File: src/rtl/spi_word_if.sv
// spi_word_if: handshake and SPI pin bundle for spi_word_master
// master: the SPI block (drives tx_ready/busy/done/cs_n/sck/mosi); slave: the word source and SPI pins side.
// SPI_READBACK_EN adds miso, rx_data and rx_valid.
interface spi_word_if #(
  parameter int WORD_W = 16
);
  logic [WORD_W-1:0] tx_data;
  logic tx_valid, tx_ready, busy, done, cs_n, sck, mosi;
`ifdef SPI_READBACK_EN
  logic miso, rx_valid;
  logic [WORD_W-1:0] rx_data;
  modport master (input tx_data, tx_valid, miso, output tx_ready, busy, done, cs_n, sck, mosi, rx_data, rx_valid);
  modport slave (output tx_data, tx_valid, miso, input tx_ready, busy, done, cs_n, sck, mosi, rx_data, rx_valid);
`else
  modport master (input tx_data, tx_valid, output tx_ready, busy, done, cs_n, sck, mosi);
  modport slave (output tx_data, tx_valid, input tx_ready, busy, done, cs_n, sck, mosi);
`endif
endinterface

File: src/rtl/spi_word_master.sv
// spi_word_master: parametrised mode-0 MSB-first SPI word transmitter with valid/ready input
// Ports: clk; res (async, active-low); bus (spi_word_if.master): tx_data/tx_valid/tx_ready handshake,
// busy, done pulse, cs_n/sck/mosi pins. Optional macro SPI_READBACK_EN adds miso in, rx_data/rx_valid out.
module spi_word_master #(
  parameter int WORD_W  = 16,
  parameter int CLK_DIV = 2,
  parameter int CS_GAP  = 4
) (
  input logic clk,
  input logic res,
  spi_word_if.master bus
);
  localparam logic [1:0] IDLE = 2'd0, SHIFT = 2'd1, HOLD = 2'd2, GAP = 2'd3;
  localparam int CMAX = CLK_DIV > CS_GAP ? CLK_DIV : CS_GAP;
  localparam int CW = CMAX > 1 ? $clog2(CMAX) : 1;
  localparam int BW = $clog2(WORD_W);
  logic [1:0] st_q, st_d;
  logic [CW-1:0] cnt_q, cnt_d;
  logic [BW-1:0] bit_q, bit_d;
  logic [WORD_W-1:0] sh_q, sh_d;
  logic cs_n_q, cs_n_d, sck_q, sck_d, mosi_q, mosi_d;
  logic rdy_q, rdy_d, busy_q, busy_d, done_q, done_d;
  logic acc, div_last, gap_last;
  assign acc = bus.tx_valid & rdy_q;
  assign div_last = cnt_q == CW'(CLK_DIV - 1);
  assign gap_last = cnt_q == CW'(CS_GAP - 1);
  always_comb begin
    st_d = st_q;
    cnt_d = cnt_q;
    bit_d = bit_q;
    sh_d = sh_q;
    cs_n_d = cs_n_q;
    sck_d = sck_q;
    mosi_d = mosi_q;
    rdy_d = rdy_q;
    busy_d = busy_q;
    done_d = 1'b0;
    case (st_q)
      IDLE: begin
        rdy_d = !acc;
        if (acc) begin
          st_d = SHIFT;
          cnt_d = '0;
          bit_d = BW'(WORD_W - 1);
          sh_d = bus.tx_data;
          mosi_d = bus.tx_data[WORD_W-1];
          cs_n_d = 1'b0;
          busy_d = 1'b1;
        end
      end
      SHIFT: begin
        cnt_d = div_last ? '0 : cnt_q + 1'b1;
        if (div_last) begin
          sck_d = !sck_q;
          // end of a high phase: advance to the next bit on the falling edge, or finish after bit 0
          if (sck_q) begin
            st_d = bit_q == '0 ? HOLD : SHIFT;
            mosi_d = bit_q == '0 ? 1'b0 : sh_q[WORD_W-2];
            bit_d = bit_q == '0 ? bit_q : bit_q - 1'b1;
            sh_d = sh_q << 1;
          end
        end
      end
      HOLD: begin
        cnt_d = div_last ? '0 : cnt_q + 1'b1;
        st_d = div_last ? GAP : HOLD;
        cs_n_d = div_last;
        done_d = div_last;
      end
      default: begin
        cnt_d = gap_last ? '0 : cnt_q + 1'b1;
        st_d = gap_last ? IDLE : GAP;
        busy_d = !gap_last;
        rdy_d = gap_last;
      end
    endcase
  end
  always_ff @(posedge clk or negedge res)
    if (!res) begin
      st_q <= IDLE;
      cnt_q <= '0;
      bit_q <= '0;
      sh_q <= '0;
      cs_n_q <= 1'b1;
      sck_q <= 1'b0;
      mosi_q <= 1'b0;
      rdy_q <= 1'b0;
      busy_q <= 1'b0;
      done_q <= 1'b0;
    end else begin
      st_q <= st_d;
      cnt_q <= cnt_d;
      bit_q <= bit_d;
      sh_q <= sh_d;
      cs_n_q <= cs_n_d;
      sck_q <= sck_d;
      mosi_q <= mosi_d;
      rdy_q <= rdy_d;
      busy_q <= busy_d;
      done_q <= done_d;
    end
  assign bus.tx_ready = rdy_q;
  assign bus.busy = busy_q;
  assign bus.done = done_q;
  assign bus.cs_n = cs_n_q;
  assign bus.sck = sck_q;
  assign bus.mosi = mosi_q;
`ifdef SPI_READBACK_EN
  logic [WORD_W-1:0] rx_sh_q, rx_sh_d, rx_data_q, rx_data_d;
  logic rx_valid_q;
  // miso is captured on the edge where sck rises, i.e. at the end of a low phase
  always_comb begin
    rx_sh_d = (st_q == SHIFT && div_last && !sck_q) ? {rx_sh_q[WORD_W-2:0], bus.miso} : rx_sh_q;
    rx_data_d = done_d ? rx_sh_q : rx_data_q;
  end
  always_ff @(posedge clk or negedge res)
    if (!res) begin
      rx_sh_q <= '0;
      rx_data_q <= '0;
      rx_valid_q <= 1'b0;
    end else begin
      rx_sh_q <= rx_sh_d;
      rx_data_q <= rx_data_d;
      rx_valid_q <= done_d;
    end
  assign bus.rx_data = rx_data_q;
  assign bus.rx_valid = rx_valid_q;
`endif
endmodule

File: src/flat_wrapper.sv
// flat-port wrapper written by rule: the top's interface ports become plain ports
module spi_word_master_flat 
#(
  parameter int WORD_W  = 16,
  parameter int CLK_DIV = 2,
  parameter int CS_GAP  = 4
)
  (clk, res, bus_tx_data, bus_tx_valid, bus_tx_ready, bus_busy, bus_done, bus_cs_n, bus_sck, bus_mosi);
  spi_word_if #(.WORD_W(WORD_W)) bus_i ();
  input logic clk;
  input logic res;
  input wire logic [$bits(bus_i.tx_data)-1:0] bus_tx_data;
  input wire logic [$bits(bus_i.tx_valid)-1:0] bus_tx_valid;
  output wire logic [$bits(bus_i.tx_ready)-1:0] bus_tx_ready;
  output wire logic [$bits(bus_i.busy)-1:0] bus_busy;
  output wire logic [$bits(bus_i.done)-1:0] bus_done;
  output wire logic [$bits(bus_i.cs_n)-1:0] bus_cs_n;
  output wire logic [$bits(bus_i.sck)-1:0] bus_sck;
  output wire logic [$bits(bus_i.mosi)-1:0] bus_mosi;
  assign bus_i.tx_data = bus_tx_data;
  assign bus_i.tx_valid = bus_tx_valid;
  assign bus_tx_ready = bus_i.tx_ready;
  assign bus_busy = bus_i.busy;
  assign bus_done = bus_i.done;
  assign bus_cs_n = bus_i.cs_n;
  assign bus_sck = bus_i.sck;
  assign bus_mosi = bus_i.mosi;
  spi_word_master #(.WORD_W(WORD_W), .CLK_DIV(CLK_DIV), .CS_GAP(CS_GAP)) u_core (.clk(clk), .res(res), .bus(bus_i));
endmodule
File: config.mk
export PLATFORM = sky130hd
export DESIGN_NAME = spi_word_master_flat
export DESIGN_NICKNAME = d
export VERILOG_FILES = /design/src/rtl/spi_word_if.sv /design/src/rtl/spi_word_master.sv /design/src/flat_wrapper.sv
export SDC_FILE = /design/constraint.sdc
export NUM_CORES = 1
export LEC_CHECK = 0
export CORE_ASPECT_RATIO = 0.9
export CORE_MARGIN = 1
export CORE_UTILIZATION = 50
export DETAILED_ROUTE_END_ITERATION = 6
export PLACE_DENSITY = 0.77
export REMOVE_ABC_BUFFERS = 1
export SLEW_MARGIN = 20
export SYNTH_ARGS = -nofsm -noshare
export SYNTH_HDL_FRONTEND = slang
export SYNTH_SLANG_ARGS = --single-unit
File: constraint.sdc
create_clock -name clk -period 4 [get_ports clk]
set_clock_uncertainty 0.05 [all_clocks]
set_input_delay 0.8 -clock clk [delete_from_list [all_inputs] [get_ports clk]]
set_output_delay 0.8 -clock clk [all_outputs]
set_load 0.01 [all_outputs]
==> flow_metrics.py <==
metrics = {
    "setup_path": {
        "slowest_stage": "a21oi_4",
        "cpPeakStageDelay_ns": 0.61,
        "startpoint_type": "input pin",
        "reg2reg_from": "u_core.st_q[1]",
        "required_ns": 4.18,
        "critPathBufInv": 1,
        "cp_max_fo": 32,
        "reg2reg_to": "u_core.sh_q[3]",
        "crit_type": "in -> reg",
        "endpoint": "u_core.st_q[1]",
        "r2r_slack_ns": 1.78,
        "worstPathArrival_ns": 2.43,
        "crit_path_end_kind": "flip-flop",
        "critical_path_depth": 5,
        "worstRegToRegCells": 5,
        "crit_chain": "clkdlybuf4s50_1 -> a21boi_4 -> a21oi_4 -> nand2_1 -> o22ai_1",
        "crit_family": "compound AO/OA/AOI/OAI gates",
        "startpoint": "bus_tx_valid",
    },
    "floorplan": {
        "start_util_pct": 53.0,
        "rows": 19,
        "die_h_um": 56.1,
        "dieArea_mm2": 0.00349,
        "boundaryPins": 25,
        "die_x_um": 62.1,
        "coreArea_mm2": 0.00307,
    },
    "cts": {
        "postCtsSetupRepairBufs": 0,
        "holdBufCountCts": 0,
        "cts_resized": 0,
        "clkLatencyLatePin_ns": 0.31,
        "clock_sinks": 29,
        "cts_root_buffer": "clkbuf_4",
        "clk_pin_slew_worst_paths_ns": 0.09,
        "tritoncts": "yes",
        "cts_buffers": 5,
        "cts_htree_levels": 2,
        "cts_buffer_depth": 2,
    },
    "logic_synthesis": {
        "synth.cell_area_mm2": 0.00163,
        "yosysWarnings": 0,
        "ys_ff_latch": 29,
        "synth_area_leaders": "dfrtp_1 (43%), nand3_1 (9.5%), a32oi_1 (7.5%), ha_1 (6.9%), nand2_1 (5.3%)",
        "ys.flop_type": "dfrtp_1",
        "yosysTopAreaCell": "dfrtp_1",
        "ys_seq_area_share_pct": 44.7,
        "synth_top_area_share_pct": 43.1,
        "synth.distinct_cells": 34,
        "synth_edf_count": 0,
        "syn_avg_cell_area_um2": 9.29,
        "synthCells": 175,
        "async_reset_ff_share_pct": 100,
    },
    "sta": {
        "setup_ws_ns": 1.75,
        "worst_slew_pin_slew_ns": 0.974,
        "drv_slew": 0,
        "layout_min_cycle_time_ns": 2.25,
        "final-setup-viol-count": 0,
        "slew_headroom_pct": 34.8,
        "finalCritPeriodShare_pct": 56.2,
        "hold_slack_ns": 0.448,
        "finalHoldViolCount": 0,
        "rsz0062_at_grt": "false",
        "tns_ns": 0,
        "timing.fmax_mhz": 444,
    },
    "grt": {
        "grt_pass1_vias": 1350,
        "met3_usage_pct": 3.89,
        "grt_first_pass_wirelength_um": 6010,
        "grt_util_met2_pct": 37.4,
        "met1_usage_pct": 28.3,
        "antenna_found_initial": 0,
        "grt_usage_pct": 21.5,
        "grt_max_degree": 33,
        "grt_busiest_layer": "met2",
        "grt-ovfl-total": 0,
    },
    "status": {
        "status": "complete, no violations",
    },
    "cells_and_area": {
        "fin_nets": 225,
        "num_antenna_cells": 0,
        "syn_to_final_growth_pct": 17.7,
        "final_layout_size_suffix_gt1_share_pct": 7.07,
    },
    "route": {
        "finalWirelength_um": 3530,
        "drcViolationCount": 0,
        "dr.pass1.iters": 4,
        "first_iter_violations": 120,
        "wl_per_cell_um": 14.7,
        "ant_nets": 0,
        "vias_per_cell": 5.84,
        "vias": 1401,
    },
    "place": {
        "port_buffers": 24,
        "post-place-ws_ns": 1.49,
        "gp_congestion": 0.809,
        "place_hpwl_um": 2340,
    },
    "power": {
        "clock_power_share_pct": 11.1,
        "powerDensity_mw_per_mm2": 781,
        "power_frac_comb_pct": 52.8,
        "p_leak_nw": 0.833,
        "netSwitchingPower_w": 0.000699,
        "ir_drop_v": 0.000488,
        "p_sw_share_pct": 46.8,
        "p_int_w": 0.000796,
        "seq_power_share_pct": 36.1,
    },
    "worst_hold_path": {
        "holdCritPathClass": "reg -> reg",
        "whs_path_depth": 2,
    },
    "flow_run": {
        "cap_violations": 0,
    },
}
-- logic make-up after synthesis --
group,count (synthesis),synth area share (%)
simple gates,71,20.7
flops,29,44.7
xor+xnor,1,0.539
fa+ha+maj,9,6.92
compound gates,43,20.2
buf+inv,22,6.92
-- per-stage QoR --
stage               cell area [um2]  power [W]  instances  util, %
floorplan                      1560    0.00109        164        -
global placement               1860    0.00128        232     60.8
detailed placement             1860    0.00133        232     60.8
CTS                            1910    0.00150        240     62.4
global route                   1910    0.00162        240     62.4
finish                         1910    0.00149        240     62.4
-- power by group through the flow --
stage	Sequential, W	Combinational [W]	Clock [W]
final	0.000540	0.000789	0.000166
after global routing	0.000554	0.000885	0.000185
after CTS	0.000538	0.000791	0.000172
after detailed placement	0.000543	0.000783	0
after global placement	0.000533	0.000743	0
after floorplan	0.000526	0.000562	0
-- per-layer routing --
| layer | part of all wire [%] | routed length, um | up-vias |
|---|---|---|---|
| met5 | 0 | 0 | - |
| met4 | 0.54 | 19 | 0 |
| met3 | 3.6 | 128 | 2 |
| met2 | 51 | 1800 | 33 |
| met1 | 45 | 1580 | 682 |
| li1 | - | - | 684 |
-- worst reg2reg max path: stages (launching register included) --
cell and delay [ns]:
dfrtp_1 0.39, inv_1 0.10, ha_1 0.42, nor2_1 0.84
a32oi_1 0.22, nand3_1 0.13
-- layout by cell type, fill, tap and decap left out, types with 3 or more instances in the layout --
| master | netlist | layout |
|---|---|---|
| o21ai_0 | 4 | 4 |
| nand2_1 | 23 | 23 |
| a21oi_1 | 6 | 6 |
| nor2_1 | 7 | 7 |
| clkdlybuf4s50_1 | 0 | 24 |
| ha_1 | 9 | 9 |
| dfrtp_1 | 28 | 28 |
| clkbuf_4 | 0 | 5 |
| a32oi_1 | 14 | 14 |
| nand3_1 | 31 | 31 |
| a31oi_1 | 3 | 3 |
| inv_1 | 11 | 11 |
| nor2b_1 | 3 | 3 |
-- final cells by class --
type,count,area (um2)
clock buffers,6,41.3
clock inverters,2,10.0
fillers,252,1150
inverters,11,41.3
multi-input cells,124,787
flip-flops and latches,29,727
well taps,42,52.6
repair buffers,26,255
-- flip-flops by register name, indices dropped and copies added, names as in the netlist, 2 cells and up --
name,cells
u_core.bit_q,4
u_core.st_q,2
u_core.sh_q,15
u_core.cnt_q,2
-- Yosys cell counts (2+ instances only) --
library cell  count
nand2_1          23
nor2_1            7
o21ai_1           2
buf_2             6
o22ai_1           2
a21o_1            2
inv_1            11
o31ai_1           2
nor2b_1           3
buf_4             2
a31oi_1           3
a21oi_1           6
buf_6             2
o21ai_0           4
a32oi_1          14
nand4_1           2
dfrtp_1          28
a211oi_1          2
ha_1              9
nand3_1          31
-- worst min-delay path by stage --
stage / end / slack [ns] / startpoint
global placement: u_core.bus.mosi / 0.42 / u_core.bus.mosi
detailed placement: u_core.bus.mosi / 0.43 / u_core.bus.mosi
finish: u_core.bus.mosi / 0.45 / u_core.bus.mosi
global route: u_core.bus.mosi / 0.48 / u_core.bus.mosi
floorplan: u_core.sh_q[14] / 0.42 / u_core.sh_q[14]
CTS: u_core.bus.mosi / 0.45 / u_core.bus.mosi
Note: power is estimated with default switching activity, not from simulation.
